--- src/rtl/steer_en_sm.sv ---
// steer_en_sm: rider-detect and steering-enable controller.
// Sums and compares the left/right load cells and enables steering only after
// the rider has stood balanced for a full balance-timer interval.
// Optional build macro: STEER_EN_DEBOUNCE_EN (requires four consecutive
// low-load cycles before leaving WAIT/STEER for IDLE).
module steer_en_sm #(
  parameter logic [11:0] MIN_RIDER_WT  = 12'h200,
  parameter logic [11:0] WT_HYSTERESIS = 12'h040,
  parameter bit          fast_sim      = 1'b0
) (
  input  logic        clk,
  input  logic        rst,
  input  logic [11:0] lft_ld,
  input  logic [11:0] rght_ld,
  output logic        en_steer,
  output logic        rider_off
);

  typedef enum logic [1:0] {
    IDLE  = 2'd0,
    WAIT  = 2'd1,
    STEER = 2'd2
  } state_t;

  localparam logic [12:0] MIN_W = {1'b0, MIN_RIDER_WT};
  localparam logic [12:0] LOW_W = {1'b0, MIN_RIDER_WT} - {1'b0, WT_HYSTERESIS};

  state_t      state_q, state_d;
  logic [25:0] tmr_q;
  logic        clr_tmr;
  logic        tmr_full;
  logic        en_steer_q;
  logic        rider_off_q;

  logic [12:0] sum, diff, sum_qtr, sum_15_16;
  logic        sum_gt_min, sum_lt_min, diff_gt_1_4, diff_gt_15_16;
  logic        low_exit;

  // Load arithmetic and threshold comparisons, all in 13 bits so nothing overflows
  always_comb begin
    sum = {1'b0, lft_ld} + {1'b0, rght_ld};
    if (lft_ld >= rght_ld) diff = {1'b0, lft_ld} - {1'b0, rght_ld};
    else                   diff = {1'b0, rght_ld} - {1'b0, lft_ld};
    sum_qtr       = sum >> 2;
    sum_15_16     = sum - (sum >> 4);
    sum_gt_min    = (sum > MIN_W);
    sum_lt_min    = (sum < LOW_W);
    diff_gt_1_4   = (diff > sum_qtr);
    diff_gt_15_16 = (diff > sum_15_16);
    tmr_full      = fast_sim ? (&tmr_q[14:0]) : (&tmr_q);
  end

`ifdef STEER_EN_DEBOUNCE_EN
  logic [1:0] low_cnt_q, low_cnt_d;

  // Count consecutive low-load cycles, saturating at 3; any non-low cycle clears it
  always_comb begin
    low_cnt_d = low_cnt_q;
    if (!sum_lt_min)              low_cnt_d = '0;
    else if (low_cnt_q != 2'd3)   low_cnt_d = low_cnt_q + 2'd1;
    low_exit = sum_lt_min && (low_cnt_q == 2'd3);
  end

  // Debounce counter register
  always_ff @(posedge clk) begin
    if (rst) low_cnt_q <= '0;
    else     low_cnt_q <= low_cnt_d;
  end
`else
  // Without debounce a single low-load cycle is enough to drop the rider
  always_comb begin
    low_exit = sum_lt_min;
  end
`endif

  // Balance timer: clears on request, otherwise counts up and sticks at all-ones
  always_ff @(posedge clk) begin
    if (rst)               tmr_q <= '0;
    else if (clr_tmr)      tmr_q <= '0;
    else if (!(&tmr_q))    tmr_q <= tmr_q + 26'd1;
  end

  // Next-state and timer-clear decode; rider loss always outranks imbalance
  always_comb begin
    state_d = state_q;
    clr_tmr = 1'b0;
    case (state_q)
      IDLE: begin
        if (sum_gt_min) begin
          state_d = WAIT;
          clr_tmr = 1'b1;
        end
      end
      WAIT: begin
        if (low_exit)          state_d = IDLE;
        else if (diff_gt_1_4)  clr_tmr = 1'b1;
        else if (tmr_full)     state_d = STEER;
      end
      STEER: begin
        if (low_exit) begin
          state_d = IDLE;
        end else if (diff_gt_15_16) begin
          state_d = WAIT;
          clr_tmr = 1'b1;
        end
      end
      default: state_d = IDLE;
    endcase
  end

  // State register; outputs are registered from the next state so they move with it
  always_ff @(posedge clk) begin
    if (rst) begin
      state_q     <= IDLE;
      en_steer_q  <= 1'b0;
      rider_off_q <= 1'b1;
    end else begin
      state_q     <= state_d;
      en_steer_q  <= (state_d == STEER);
      rider_off_q <= (state_d == IDLE);
    end
  end

  assign en_steer  = en_steer_q;
  assign rider_off = rider_off_q;

endmodule
--- config.mk ---
export PLATFORM = sky130hd
export DESIGN_NAME = steer_en_sm
export DESIGN_NICKNAME = d
export VERILOG_FILES = /design/src/rtl/steer_en_sm.sv
export SDC_FILE = /design/constraint.sdc
export NUM_CORES = 1
export LEC_CHECK = 0
export CAP_MARGIN = 20
export CELL_PAD_IN_SITES_DETAIL_PLACEMENT = 1
export CELL_PAD_IN_SITES_GLOBAL_PLACEMENT = 2
export CORE_ASPECT_RATIO = 0.8
export CORE_UTILIZATION = 34
export DETAILED_ROUTE_END_ITERATION = 10
export PLACE_DENSITY = 0.89
export SLEW_MARGIN = 5
export SYNTH_ARGS = -nofsm -noshare
export SYNTH_HDL_FRONTEND = slang
export SYNTH_SLANG_ARGS = --single-unit
--- constraint.sdc ---
create_clock -name clk -period 6.25 [get_ports clk]
set_input_delay 1.5625 -clock clk [delete_from_list [all_inputs] [get_ports clk]]
set_output_delay 1.5625 -clock clk [all_outputs]
set_load 0.02 [all_outputs]
; ---- Word level (Yosys, flattened, before mapping)
; Index checks and enable logic that the tools add are counted.
; W data, S select, Z words.
[classes]
addsub = 5
order_cmp = 5
eq_ne = 3
muxes = 14
reduce_logical = 4
[ops]
columns = operator, count
row1 = $add A26 B1 Y26 const B, 1
row2 = $reduce_and A26 Y1, 1
row3 = $sub A12 B12 Y13, 2
row4 = $add A12 B12 Y13, 1
row5 = $gt A13 B10 Y1 const B, 1
row6 = $gt A13 B11 Y1, 1
row7 = $gt A13 B13 Y1, 1
row8 = $lt A13 B9 Y1 const B, 1
row9 = $mux W13, 1
row10 = $sub A13 B9 Y13, 1
row11 = $ge A12 B12 Y1, 1
row12 = $mux W2, 6
row13 = $pmux W2 S3, 1
row14 = $mux W1, 5
row15 = $eq A2 B2 Y1 const B, 2
row16 = $logic_not A2 Y1, 2
row17 = $pmux W1 S3, 1
row18 = $eq A2 B1 Y1 const B, 1
row19 = $reduce_or A2 Y1, 1
[word_totals]
register_bits = 30
inputBits = 26
output_inout_bits = 2

; ---- Longest topological paths before layout
[logic_depth]
depth_word = 7
depth_mapped = 27

; ---- Least setup slack after synthesis
; No wires, ideal clock.
[synth_path]
path_type = in2reg
startpoint = in lft_ld[1]
endpoint = reg tmr_q[17]
t_arrival_ns = 6.384
t_required_ns = 6.191
path_slack_ns = -0.193
path_stages = 25
cell_sequence = inv_1 -> ha_1 -> nand2b_1 -> a221oi_2 -> nor2_1 -> o21ba_2 -> xnor2_1 -> ha_1 -> nor2b_1 -> o21ai_0 -> nand2b_1 -> a31o_2 -> a21o_1 -> a21oi_1 -> xor2_1 -> ha_1 -> and4_1 -> a2111oi_0 -> nand2_1 -> o21ai_0 -> o211ai_1 -> and4b_1 -> a211oi_4 -> buf_6 -> and2_1
[synth_via]
elab_chain_cells = 7
[synth_lines]
columns = item, line_no
row1 = from (decl), 13  ; input logic [11:0] lft_ld,
row2 = $add A12 B12 Y13 (tied with other cells), 41  ; sum = {1'b0, lft_ld} + {1'b0, rght_ld};
row3 = $sub A13 B9 Y13 or $mux W13 (tied branches), "45, 42"
row4 = $gt A13 B13 Y1 or $gt A13 B11 Y1 (tied branches), "49, 48"
row5 = $mux W1 (on tied branches), "102, 96"
row6 = $mux W1 (on tied branches), "100, 95"
row7 = $pmux W1 S3 (*), 87  ; case (state_q)
row8 = $reduce_or A2 Y1 (no source line) (*), --
row9 = to (signal assigned), 80  ; else if (!(&tmr_q)) tmr_q <= tmr_q + 26'd1;
row10 = to (decl), 29  ; logic [25:0] tmr_q;
; Every way passes the cells marked *; elsewhere a longest branch is shown, timed or not.
; A chain may end at the register's enable or synchronous reset.

; ---- Worst setup path after layout
[layout_path]
startpoint = in lft_ld[1]
endpoint = reg tmr_q[7]
; The elaborated chain is that of the path after synthesis.

==> flow_summary_export.csv <==
group,metric,value,unit
run_status,status,"complete, but fails checks",
run_status,violations,"negative setup slack",
global_route,antenna_found_initial,0,
route,drt-total-wl,22300,um
setup_path,crit_path_max_incr_delay,0.40,ns
timing,fin_crit_sh,107,%
clock_tree,worstSkewPairLatency,0.29,ns
placement,port_buffers,27,
timing,hold_violations,0,
setup_path,cp_data_arrival_time,6.91,ns
final_layout,fin_util,55.9,%
clock_tree,cts-root-buf,"clkbuf_16",
route,drcViolationCount,0,
route,firstDrtPassIters,5,
synth,syn-num-nets,671,
setup_path,cpMostUsedCell,"nor2_1",
synth,syn_area_per_cell,8.10,um^2
floorplan,die_h,106,um
power_and_ir_drop,peakVddDrop,0.000115,V
clock_tree,cts_buffers,5,
clock_tree,clkTransAtPathRegs,0.06,ns
timing,holdWs,0.599,ns
clock_tree,cts_sinks,30,
placement,gp_congestion,0.888,
global_route,grt_pass1_wl,32500,um
floorplan,io_pins,28,
clock_tree,htreeDepth,2,
synth,yosys.cell_types.count,72,
route,drtAntennaViolNets,0,
final_layout,synthToLayoutAreaGrowth,58.5,%
setup_path,path_class,"input port to flop",
timing,setup-tns-final,-10.05,ns
placement,post-place-ws,-0.980,ns
setup_path,critPathMaxFanout,7,
worst_hold_path,hold_class,"flop to flop",
floorplan,core,0.0131,mm^2
placement,dp_hpwl,13400,um
global_route,grt_max_degree,14,
power_and_ir_drop,leakagePower,3.35,nW
route,vias_per_cell,5.91,
timing,setup_ws,-0.426,ns
timing,worstMarginPinSlew,0.749,ns
global_route,grt_pass1_vias,6065,
timing,drv_slew,0,
synth,synth_seq_area_share,13.0,%
synth,synthArstFlopShare,0,%
timing,setup_viol,29,
clock_tree,cts_tree,"yes",
final_layout,n_antenna_cell,0,
clock_tree,hold_buffers,0,
floorplan,initial_core_util,35.3,%
setup_path,crit_path_end_kind,"flop",
floorplan,dieArea,0.0140,mm^2
power_and_ir_drop,p_per_area,257,mW/mm^2
timing,rsz0062_at_grt,"true",
timing,fin_crit,6.68,ns
route,wl_per_cell,23.3,um
timing,fmax,0.150,GHz
route,dr.first_iter.drc_count,394,
power_and_ir_drop,power,1.88,mW
clock_tree,cts.path.max_buffers,2,
synth,synth_edf_count,0,
floorplan,die_x,132,um
global_route,grt_overflow_total,0,
synth,ys_seq_elements,30,
synth,synth_area,0.00461,mm^2
setup_path,startpoint_type,"input port",
synth,yosysWarningCount,0,
setup_path,required,6.48,ns
setup_path,worst_path_max_delay_cell,"a2111oi_4",
timing,clock_skew,0.00560,ns
synth,syn-instance-count,569,
final_layout,drive_gt1_share,42.7,%
timing,max_slew_margin,49.7,%
global_route,grt_util_all_layers,29.4,%
synth,ys.flop_type,"dfxtp_1",
final_layout,nNetsFinal,885,
job,cap_violations,0,
floorplan,row_count,37,
route,vias,5672,
[sequential cells by signal, indices dropped and copies added (netlist names)]
name       flops
en_steer       1
state_q        2
tmr_q         26
rider_off      1
[layout make-up]
type                       count  area [um^2]
clock buffer                   7          143
multi-input combinational    472         4370
tap                          175          219
sequential                    30          601
fill                        1523         5750
inverter                      54          206
timing repair buffer         220         1760
clock inverter                 1         5.00
[final timing paths]
path / from / endpoint / slack (ns) / depth (start not counted)
worst max-delay path: lft_ld[1] / tmr_q[7] / -0.43 / 29
worst min-delay path: tmr_q[2] / tmr_q[2] / 0.60 / 2
worst max register to register: tmr_q[13] / tmr_q[21] / 3.18 / 10
worst min register to register: tmr_q[2] / tmr_q[2] / 0.60 / 2
[power by group]
group | total (mW) | switching [mW] | internal [mW]
combinational | 1.42 | 0.728 | 0.695
sequential | 0.198 | 0.00349 | 0.194
clock | 0.257 | 0.0987 | 0.158
[per-layer routing]
| metal | track usage, % | vias to the layer above | routed length (um) |
|---|---|---|---|
| met4 | 11.1 | 0 | 1180 |
| li1 | - | 2464 | - |
| met2 | 54.8 | 313 | 11000 |
| met3 | 3.62 | 120 | 1220 |
| met1 | 34.2 | 2775 | 8920 |
| met5 | 0 | - | 0 |
[placed cells by master, fill, tap and decap left out, types with 4 or more instances in the layout]
master	Yosys	routed
inv_1	51	42
a21o_1	15	15
xnor2_2	2	7
clkbuf_2	0	4
clkdlybuf4s50_1	0	11
buf_4	2	181
a21oi_2	0	6
and3_1	8	8
clkbuf_16	0	5
a31oi_1	8	7
dlygate4sd2_1	0	5
o21ai_1	3	4
dfxtp_1	30	30
ha_4	0	18
nor2b_1	14	9
xor2_1	17	15
xnor2_1	35	30
nor2_2	0	5
buf_6	3	11
and2_4	0	10
ha_1	72	51
nor2_1	43	36
o21ai_0	17	14
inv_2	3	11
o211ai_1	8	8
o21a_1	4	4
and2_1	29	19
nand3_1	13	13
nor3_1	13	10
nand2_1	29	27
a21oi_1	26	20
nand4_1	12	12
nor2b_4	0	5
nand3b_1	4	4
nand2b_1	7	5
[critical path, delay by kind of cell]
family / cells / cell delay [ns]
AOI/OAI and AO/OA: 11 / 2.12
adders and majority gates: 3 / 0.98
buffers and inverters: 6 / 0.85
and+or+nand+nor: 9 / 1.39
[synthesized netlist by cell type, types with 4 or more instances]
library cell   n  share of area (%)
a211oi_1       4               0.65
a21o_1        15                2.4
a21oi_1       26                2.8
a31oi_1        8                1.1
and2_1        29                3.9
and3_1         8                1.1
clkbuf_1       5               0.41
dfxtp_1       30                 13
fa_1           4                1.7
ha_1          72                 20
inv_1         51                4.2
mux2i_1        4               0.87
nand2_1       29                2.4
nand2b_1       7               0.95
nand3_1       13                1.4
nand3b_1       4               0.65
nand4_1       12                1.6
nor2_1        43                3.5
nor2b_1       14                1.9
nor3_1        13                1.4
nor3b_1        4               0.65
nor4_1         4               0.54
o211ai_1       8                1.3
o21a_1         4               0.65
o21ai_0       17                1.8
xnor2_1       35                6.7
xor2_1        17                3.2
[cells by family (layout without fill, tap and decap cells)]
kind of cell | after synthesis | after routing | synth area share, %
AO/OA/AOI/OAI | 137 | 137 | 23.4
XOR/XNOR | 56 | 56 | 11.6
adder cells (fa/ha/maj) | 76 | 76 | 21.3
buffers and inverters | 67 | 282 | 6.16
flip-flops | 30 | 30 | 13.0
multiplexers | 7 | 7 | 1.60
AND/OR/NAND/NOR | 196 | 196 | 22.9
[per-stage QoR]
stage / area (um^2) / std cells
2_1_floorplan: 4670 / 569
3_3_place_gp: 6300 / 918
3_5_place_dp: 6300 / 918
4_1_cts: 7100 / 953
5_1_grt: 7300 / 959
6_report: 7300 / 959
[repair_timing]
item                                    CTS  global route
cloned                                    2             0
pin swaps                                46            33
resized for setup                       119            58
endpoints found under the setup margin   30            30
buffers inserted                         25            10
Note: power is estimated with default switching activity, not from simulation.
